**src/rtl/stitch_sb_pkg.sv**
```systemverilog
// Shared types and helpers for the scoreboard tag pool: tag type, prefix-rank
// popcount and modular pointer add.
package stitch_sb_pkg;

  localparam int unsigned SbNumTags = 8;
  localparam int unsigned SbTagW    = $clog2(SbNumTags);

  typedef logic [SbTagW-1:0] tag_t;

  // Number of set bits in vec strictly below bit position k.
  function automatic int unsigned prefix_rank(input logic [31:0] vec, input int unsigned k);
    int unsigned r;
    r = 0;
    for (int unsigned i = 0; i < 32; i++) begin
      if (i < k && vec[i]) r++;
    end
    return r;
  endfunction

  // Callers guarantee ptr < depth and inc <= depth, so one subtraction suffices.
  function automatic int unsigned ptr_add(input int unsigned ptr, input int unsigned inc,
                                          input int unsigned depth);
    int unsigned s;
    s = ptr + inc;
    return (s >= depth) ? s - depth : s;
  endfunction

endpackage

```
**src/rtl/stitch_sb_rank_enc.sv**
```systemverilog
// Prefix-popcount unit: per-bit rank (set bits below) and total set bits.
module stitch_sb_rank_enc
  import stitch_sb_pkg::*;
#(
  parameter  int unsigned N  = 2,
  localparam int unsigned RW = $clog2(N + 1)
) (
  input  logic [N-1:0]         vec_i,
  output logic [N-1:0][RW-1:0] rank_o,
  output logic [RW-1:0]        total_o
);

  always_comb begin
    rank_o = '0;
    for (int unsigned k = 0; k < N; k++) begin
      rank_o[k] = RW'(prefix_rank(32'(vec_i), k));
    end
    total_o = RW'(prefix_rank(32'(vec_i), N));
  end

endmodule

```
**src/rtl/stitch_sb_tag_pool.sv**
```systemverilog
// Multi-port circular free-list allocator for scoreboard tags.
// Optional double-free tracking enabled by STITCH_SB_TAG_POOL_CHECK_EN.
module stitch_sb_tag_pool
  import stitch_sb_pkg::*;
#(
  parameter  int unsigned NumTags  = 8,
  parameter  int unsigned NumAlloc = 2,
  parameter  int unsigned NumFree  = 2,
  localparam int unsigned TagW     = $clog2(NumTags),
  localparam int unsigned CntW     = $clog2(NumTags + 1)
) (
  input  logic                           clk_i,
  input  logic                           rst_ni,
  input  logic                           flush_i,
  input  logic [NumAlloc-1:0]            alloc_req_i,
  output logic [NumAlloc-1:0]            alloc_gnt_o,
  output logic [NumAlloc-1:0][TagW-1:0]  alloc_tag_o,
  input  logic [NumFree-1:0]             free_valid_i,
  input  logic [NumFree-1:0][TagW-1:0]   free_tag_i,
  output logic [CntW-1:0]                avail_o,
  output logic                           empty_o,
  output logic                           full_o,
  output logic                           err_o
);

  localparam int unsigned ARW = $clog2(NumAlloc + 1);
  localparam int unsigned FRW = $clog2(NumFree + 1);

  logic [TagW-1:0] mem_q [NumTags];
  logic [TagW-1:0] mem_d [NumTags];
  logic [TagW-1:0] rd_ptr_q, rd_ptr_d, wr_ptr_q, wr_ptr_d;
  logic [CntW-1:0] count_q, count_d;
  logic            err_q, err_d;

  logic [NumAlloc-1:0][ARW-1:0] a_rank;
  logic [ARW-1:0]               a_req_cnt;
  logic [NumFree-1:0]           free_acc;
  logic [NumFree-1:0][FRW-1:0]  f_rank;
  logic [FRW-1:0]               f_cnt;
  int unsigned                  a_cnt;
  logic                         err_set;
  logic [TagW-1:0]              a_idx;

`ifdef STITCH_SB_TAG_POOL_CHECK_EN
  logic [NumTags-1:0] out_q, out_d, out_tmp;
  logic               dbl_free;
`endif

  stitch_sb_rank_enc #(.N(NumAlloc)) u_alloc_rank (
    .vec_i  (alloc_req_i),
    .rank_o (a_rank),
    .total_o(a_req_cnt)
  );

  stitch_sb_rank_enc #(.N(NumFree)) u_free_rank (
    .vec_i  (free_acc),
    .rank_o (f_rank),
    .total_o(f_cnt)
  );

  // Grant the lowest-ranked requesters while tags remain; ungranted tags read 0.
  always_comb begin
    alloc_gnt_o = '0;
    alloc_tag_o = '0;
    a_idx       = '0;
    for (int unsigned k = 0; k < NumAlloc; k++) begin
      if (alloc_req_i[k] && (32'(a_rank[k]) < 32'(count_q))) begin
        alloc_gnt_o[k] = 1'b1;
        a_idx          = TagW'(ptr_add(32'(rd_ptr_q), 32'(a_rank[k]), NumTags));
        alloc_tag_o[k] = mem_q[a_idx];
      end
    end
    a_cnt = (32'(a_req_cnt) < 32'(count_q)) ? 32'(a_req_cnt) : 32'(count_q);
  end

  // Frees are accepted in port order, so any dropped entry is the higher port.
  always_comb begin
    int unsigned nacc;
    free_acc = '0;
    err_set  = 1'b0;
    nacc     = 0;
`ifdef STITCH_SB_TAG_POOL_CHECK_EN
    out_tmp  = out_q;
    dbl_free = 1'b0;
`endif
    for (int unsigned j = 0; j < NumFree; j++) begin
      if (free_valid_i[j]) begin
        if (32'(free_tag_i[j]) >= NumTags) begin
          err_set = 1'b1;
`ifdef STITCH_SB_TAG_POOL_CHECK_EN
        end else if (!out_tmp[free_tag_i[j]]) begin
          err_set  = 1'b1;
          dbl_free = 1'b1;
`endif
        end else if (32'(count_q) + nacc >= NumTags) begin
          err_set = 1'b1;
        end else begin
          free_acc[j] = 1'b1;
          nacc++;
`ifdef STITCH_SB_TAG_POOL_CHECK_EN
          out_tmp[free_tag_i[j]] = 1'b0;
`endif
        end
      end
    end
  end

  always_comb begin
    mem_d = mem_q;
    for (int unsigned j = 0; j < NumFree; j++) begin
      if (free_acc[j]) begin
        mem_d[TagW'(ptr_add(32'(wr_ptr_q), 32'(f_rank[j]), NumTags))] = free_tag_i[j];
      end
    end
    rd_ptr_d = TagW'(ptr_add(32'(rd_ptr_q), a_cnt, NumTags));
    wr_ptr_d = TagW'(ptr_add(32'(wr_ptr_q), 32'(f_cnt), NumTags));
    count_d  = CntW'(32'(count_q) - a_cnt + 32'(f_cnt));
    err_d    = err_q | err_set;
`ifdef STITCH_SB_TAG_POOL_CHECK_EN
    out_d = out_tmp;
    for (int unsigned k = 0; k < NumAlloc; k++) begin
      if (alloc_gnt_o[k]) out_d[alloc_tag_o[k]] = 1'b1;
    end
`endif
    if (flush_i) begin
      for (int unsigned i = 0; i < NumTags; i++) mem_d[i] = TagW'(i);
      rd_ptr_d = '0;
      wr_ptr_d = '0;
      count_d  = CntW'(NumTags);
      err_d    = 1'b0;
`ifdef STITCH_SB_TAG_POOL_CHECK_EN
      out_d    = '0;
`endif
    end
  end

  always_ff @(posedge clk_i or negedge rst_ni) begin
    if (!rst_ni) begin
      for (int unsigned i = 0; i < NumTags; i++) mem_q[i] <= TagW'(i);
      rd_ptr_q <= '0;
      wr_ptr_q <= '0;
      count_q  <= CntW'(NumTags);
      err_q    <= 1'b0;
`ifdef STITCH_SB_TAG_POOL_CHECK_EN
      out_q    <= '0;
`endif
    end else begin
      mem_q    <= mem_d;
      rd_ptr_q <= rd_ptr_d;
      wr_ptr_q <= wr_ptr_d;
      count_q  <= count_d;
      err_q    <= err_d;
`ifdef STITCH_SB_TAG_POOL_CHECK_EN
      out_q    <= out_d;
`endif
    end
  end

  assign avail_o = count_q;
  assign empty_o = (count_q == '0);
  assign full_o  = (count_q == CntW'(NumTags));
  assign err_o   = err_q;

`ifdef STITCH_SB_TAG_POOL_CHECK_EN
`ifndef SYNTHESIS
  a_no_dbl_free: assert property (@(posedge clk_i) disable iff (!rst_ni || flush_i) !dbl_free);
`endif
`endif

endmodule

```
**config.mk**
```make
export PLATFORM = sky130hd
export DESIGN_NAME = stitch_sb_tag_pool
export DESIGN_NICKNAME = d
export VERILOG_FILES = /design/src/rtl/stitch_sb_pkg.sv /design/src/rtl/stitch_sb_rank_enc.sv /design/src/rtl/stitch_sb_tag_pool.sv
export SDC_FILE = /design/constraint.sdc
export NUM_CORES = 1
export LEC_CHECK = 0
export CAP_MARGIN = 5
export CORE_MARGIN = 1
export CORE_UTILIZATION = 40
export DETAILED_ROUTE_END_ITERATION = 8
export GPL_TIMING_DRIVEN = 0
export PLACE_DENSITY_LB_ADDON = 0.05
export SETUP_SLACK_MARGIN = 0.4
export SLEW_MARGIN = 0
export SYNTH_ARGS = -nofsm -noshare
export SYNTH_HDL_FRONTEND = slang
export SYNTH_SLANG_ARGS = --single-unit
export TNS_END_PERCENT = 30
```
**constraint.sdc**
```tcl
create_clock -name clk_i -period 5.85 [get_ports clk_i]
set_clock_uncertainty 0.1 [all_clocks]
set_input_delay 1.17 -clock clk_i [delete_from_list [all_inputs] [get_ports clk_i]]
set_output_delay 1.17 -clock clk_i [all_outputs]
set_load 0.01 [all_outputs]
```
==> impl_metrics.yaml <==
sta:
  fin_setup_tns_ns: 0
  tightest_slew_ns: 0.941
  slew_viol_final: 0
  hold_viol: 0
  max_slew_margin: 0.354
  period_share: 0.825
  fmax_mhz: 207
  min_period_ns: 4.82
  rsz0062_at_grt: "false"
  setup_violations: 0
placement:
  place_hpwl_um: 5420
  dpl_cell_area_um2: 3110
  numPortBuffers: 24
  gp_congestion: 0.799
global_routing:
  grt_usage: 0.218
  grt_pass1_wl_um: 11800
  grt_overflow: 0
  antenna_found_initial: 0
  grt_max_degree: 36
  grt_pass1_vias: 2103
clock_tree:
  post_cts.repair.setup_buffers: 0
  hold_buffers: 0
  cts.repair.resized: 0
  cts_sinks: 35
  numCtsBuffers: 5
  cts-root-buf: "clkbuf_8"
  clk_latency_ns: 0.29
  cts_tree: "built"
  clockBufferDepth: 2
  clk_pin_slew_ns: 0.08
  cts_max_level: 2
routing:
  wl_um: 7170
  ant_nets: 0
  vias: 2142
  dr.pass1.iters: 4
  drc_errors: 0
  via_per_inst: 5.67
  post_drt_wl_per_cell_um: 19.0
  drt_iter0_markers: 120
worst_setup_path:
  crit_chain: "clkdlybuf4s50_1 > ha_1 > clkbuf_1 > mux4_2 > mux2i_1 > nor2_1 > clkdlybuf4s50_1"
  crit_path_end_kind: "output port"
  crit_required_ns: 4.58
  max_stage_delay_ns: 0.57
  reg2regPathDepth: 18
  startpoint_type: "input pin"
  criticalPathCategory: "input pin to output port"
  r2r_slack_ns: 1.62
  cp.arrival_ns: 3.55
  r2r_start: "avail_o[2]"
  r2r_end: "avail_o[2]"
  worstPathMaxFanout: 6
  slowest_stage: "mux4_2"
  path_common_cell: "clkdlybuf4s50_1"
floorplanning:
  dieWidth_um: 85.3
  die_h_um: 85.3
  rows: 30
  core_um2: 6760
  pin_count: 28
  die_area_um2: 7280
  initial_core_util: 0.411
pwr:
  vdd_drop_max_mv: 0.111
  power-per-cell-area_nw_per_um2: 353
  leakage_nw: 1.29
synth:
  synthFlopType: "dfrtp_1"
  ys_seq_area_frac: 0.321
  syn_area_um2: 2780
  syn_avg_cell_area_um2: 10.4
  netlist_instances: 266
  ys_types: 44
  synth_nets: 302
  synth-edff-count: 0
  synthArstFlopShare: 1.00
  ys_warn_count: 0
  ys_ff_latch: 35
run:
  maxCapViolations: 0
layout:
  regArea_um2: 892
  finalInstanceArea_um2: 3210
  area_growth_pct: 15.4
  final_layout_size_suffix_gt1_frac: 0.171
  nFillCells: 664
  antenna_cells: 0
  final_nets: 333
  multi_input_area_um2: 1770
min_path:
  hold_start: "err_o"
  hold-path-endpoint: "err_o"
  hold_depth: 1
  hold_path.class: "register to register"
run_status:
  status: "completed"
[cells in the final DEF (no fill, tap or decap), types with 13 or more instances in the layout]
cell type and instances:
clkdlybuf4s50_1 23, dfrtp_1 22, nor2_1 19, ha_1 20, inv_1 13, mux2i_1 31, nand2_1 16, a21oi_1 18
dfstp_2 13
[through the flow]
step	power (mW)	hold slack [ns]	instances	setup WS, ns	utilization
4_1_cts	1.14	0.425	378	0.990	0.474
6_report	1.13	0.420	378	1.03	0.474
3_3_place_gp	0.944	0.397	370	0.979	0.461
3_5_place_dp	0.952	0.401	370	0.995	0.461
2_1_floorplan	0.759	0.442	266	1.92	-
5_1_grt	1.23	0.432	378	0.845	0.474
[layer usage]
metal,routed length (um),track usage
met5,0,0
met4,73,0.0561
met3,317,0.0389
met2,3170,0.323
met1,3610,0.330
[cell families after synthesis]
kind of cell	Yosys count	synth area share
DFF	35	0.321
adders and majority gates	23	0.112
and+or+nand+nor	71	0.143
AOI/OAI and AO/OA	52	0.124
buffers and inverters	28	0.0414
xor gates and xnor gates	9	0.0284
muxes	48	0.230
[registers in the layout (all words and copies together) (netlist names)]
register	count
rd_ptr_q	3
mem_q	24
avail_o	4
err_o	1
wr_ptr_q	3
[cell type report]
| class | instances | share of cell area |
|---|---|---|
| Multi-Input combinational cell | 203 | 0.552 |
| Sequential cell | 35 | 0.278 |
| Timing Repair Buffer | 24 | 0.0734 |
| Tap cell | 80 | 0.0312 |
| Clock buffer | 5 | 0.0215 |
| Buffer | 14 | 0.0195 |
| Inverter | 14 | 0.0164 |
| Clock inverter | 3 | 0.00742 |
[critical path, delay by kind of cell]
| kind | cells | cell delay [ns] |
|---|---|---|
| adders and majority gates | 1 | 0.31 |
| muxes | 2 | 0.72 |
| and+or+nand+nor | 1 | 0.05 |
| buffers and inverters | 3 | 1.31 |
[power by group]
group / leakage [nW] / total, mW / switching (mW) / internal, mW
combinational: 0.817 / 0.605 / 0.298 / 0.307
clock: 0.0408 / 0.187 / 0.102 / 0.0852
sequential: 0.435 / 0.339 / 0.0571 / 0.282
[Yosys cell counts, types with 2 or more instances]
cell / instances / area [um^2]
ha_1: 20 / 250
inv_1: 13 / 48.8
clkbuf_1: 11 / 41.3
fa_1: 3 / 60.1
mux4_2: 12 / 270
dfrtp_1: 22 / 551
a31oi_1: 3 / 18.8
mux2_2: 4 / 45.0
nor3b_1: 4 / 30.0
buf_2: 2 / 10.0
a22oi_1: 9 / 67.6
a21o_1: 2 / 15.0
and3_1: 6 / 37.5
nand2_1: 16 / 60.1
a21boi_0: 2 / 15.0
xnor2_1: 4 / 35.0
nand2b_1: 4 / 25.0
xor2_1: 5 / 43.8
nor3_2: 5 / 50.1
mux2i_1: 31 / 310
nand3_1: 2 / 10.0
dfstp_2: 13 / 342
a21oi_1: 18 / 90.1
nor2b_1: 5 / 31.3
nor2_1: 19 / 71.3
o31ai_1: 12 / 90.1
and3b_1: 2 / 17.5
[how the worst max path moves through the flow]
stage / from / end / slack (ns) / cells after the start
floorplan: free_valid_i[0] / avail_o[2] / 1.92 / 14
global placement: alloc_req_i[0] / alloc_tag_o[5] / 0.98 / 7
global route: alloc_req_i[0] / alloc_tag_o[4] / 0.84 / 7
CTS: alloc_req_i[0] / alloc_tag_o[5] / 0.99 / 7
finish: alloc_req_i[0] / alloc_tag_o[5] / 1.03 / 7
detailed placement: alloc_req_i[0] / alloc_tag_o[5] / 0.99 / 7
Note: power is estimated with default switching activity, not from simulation.
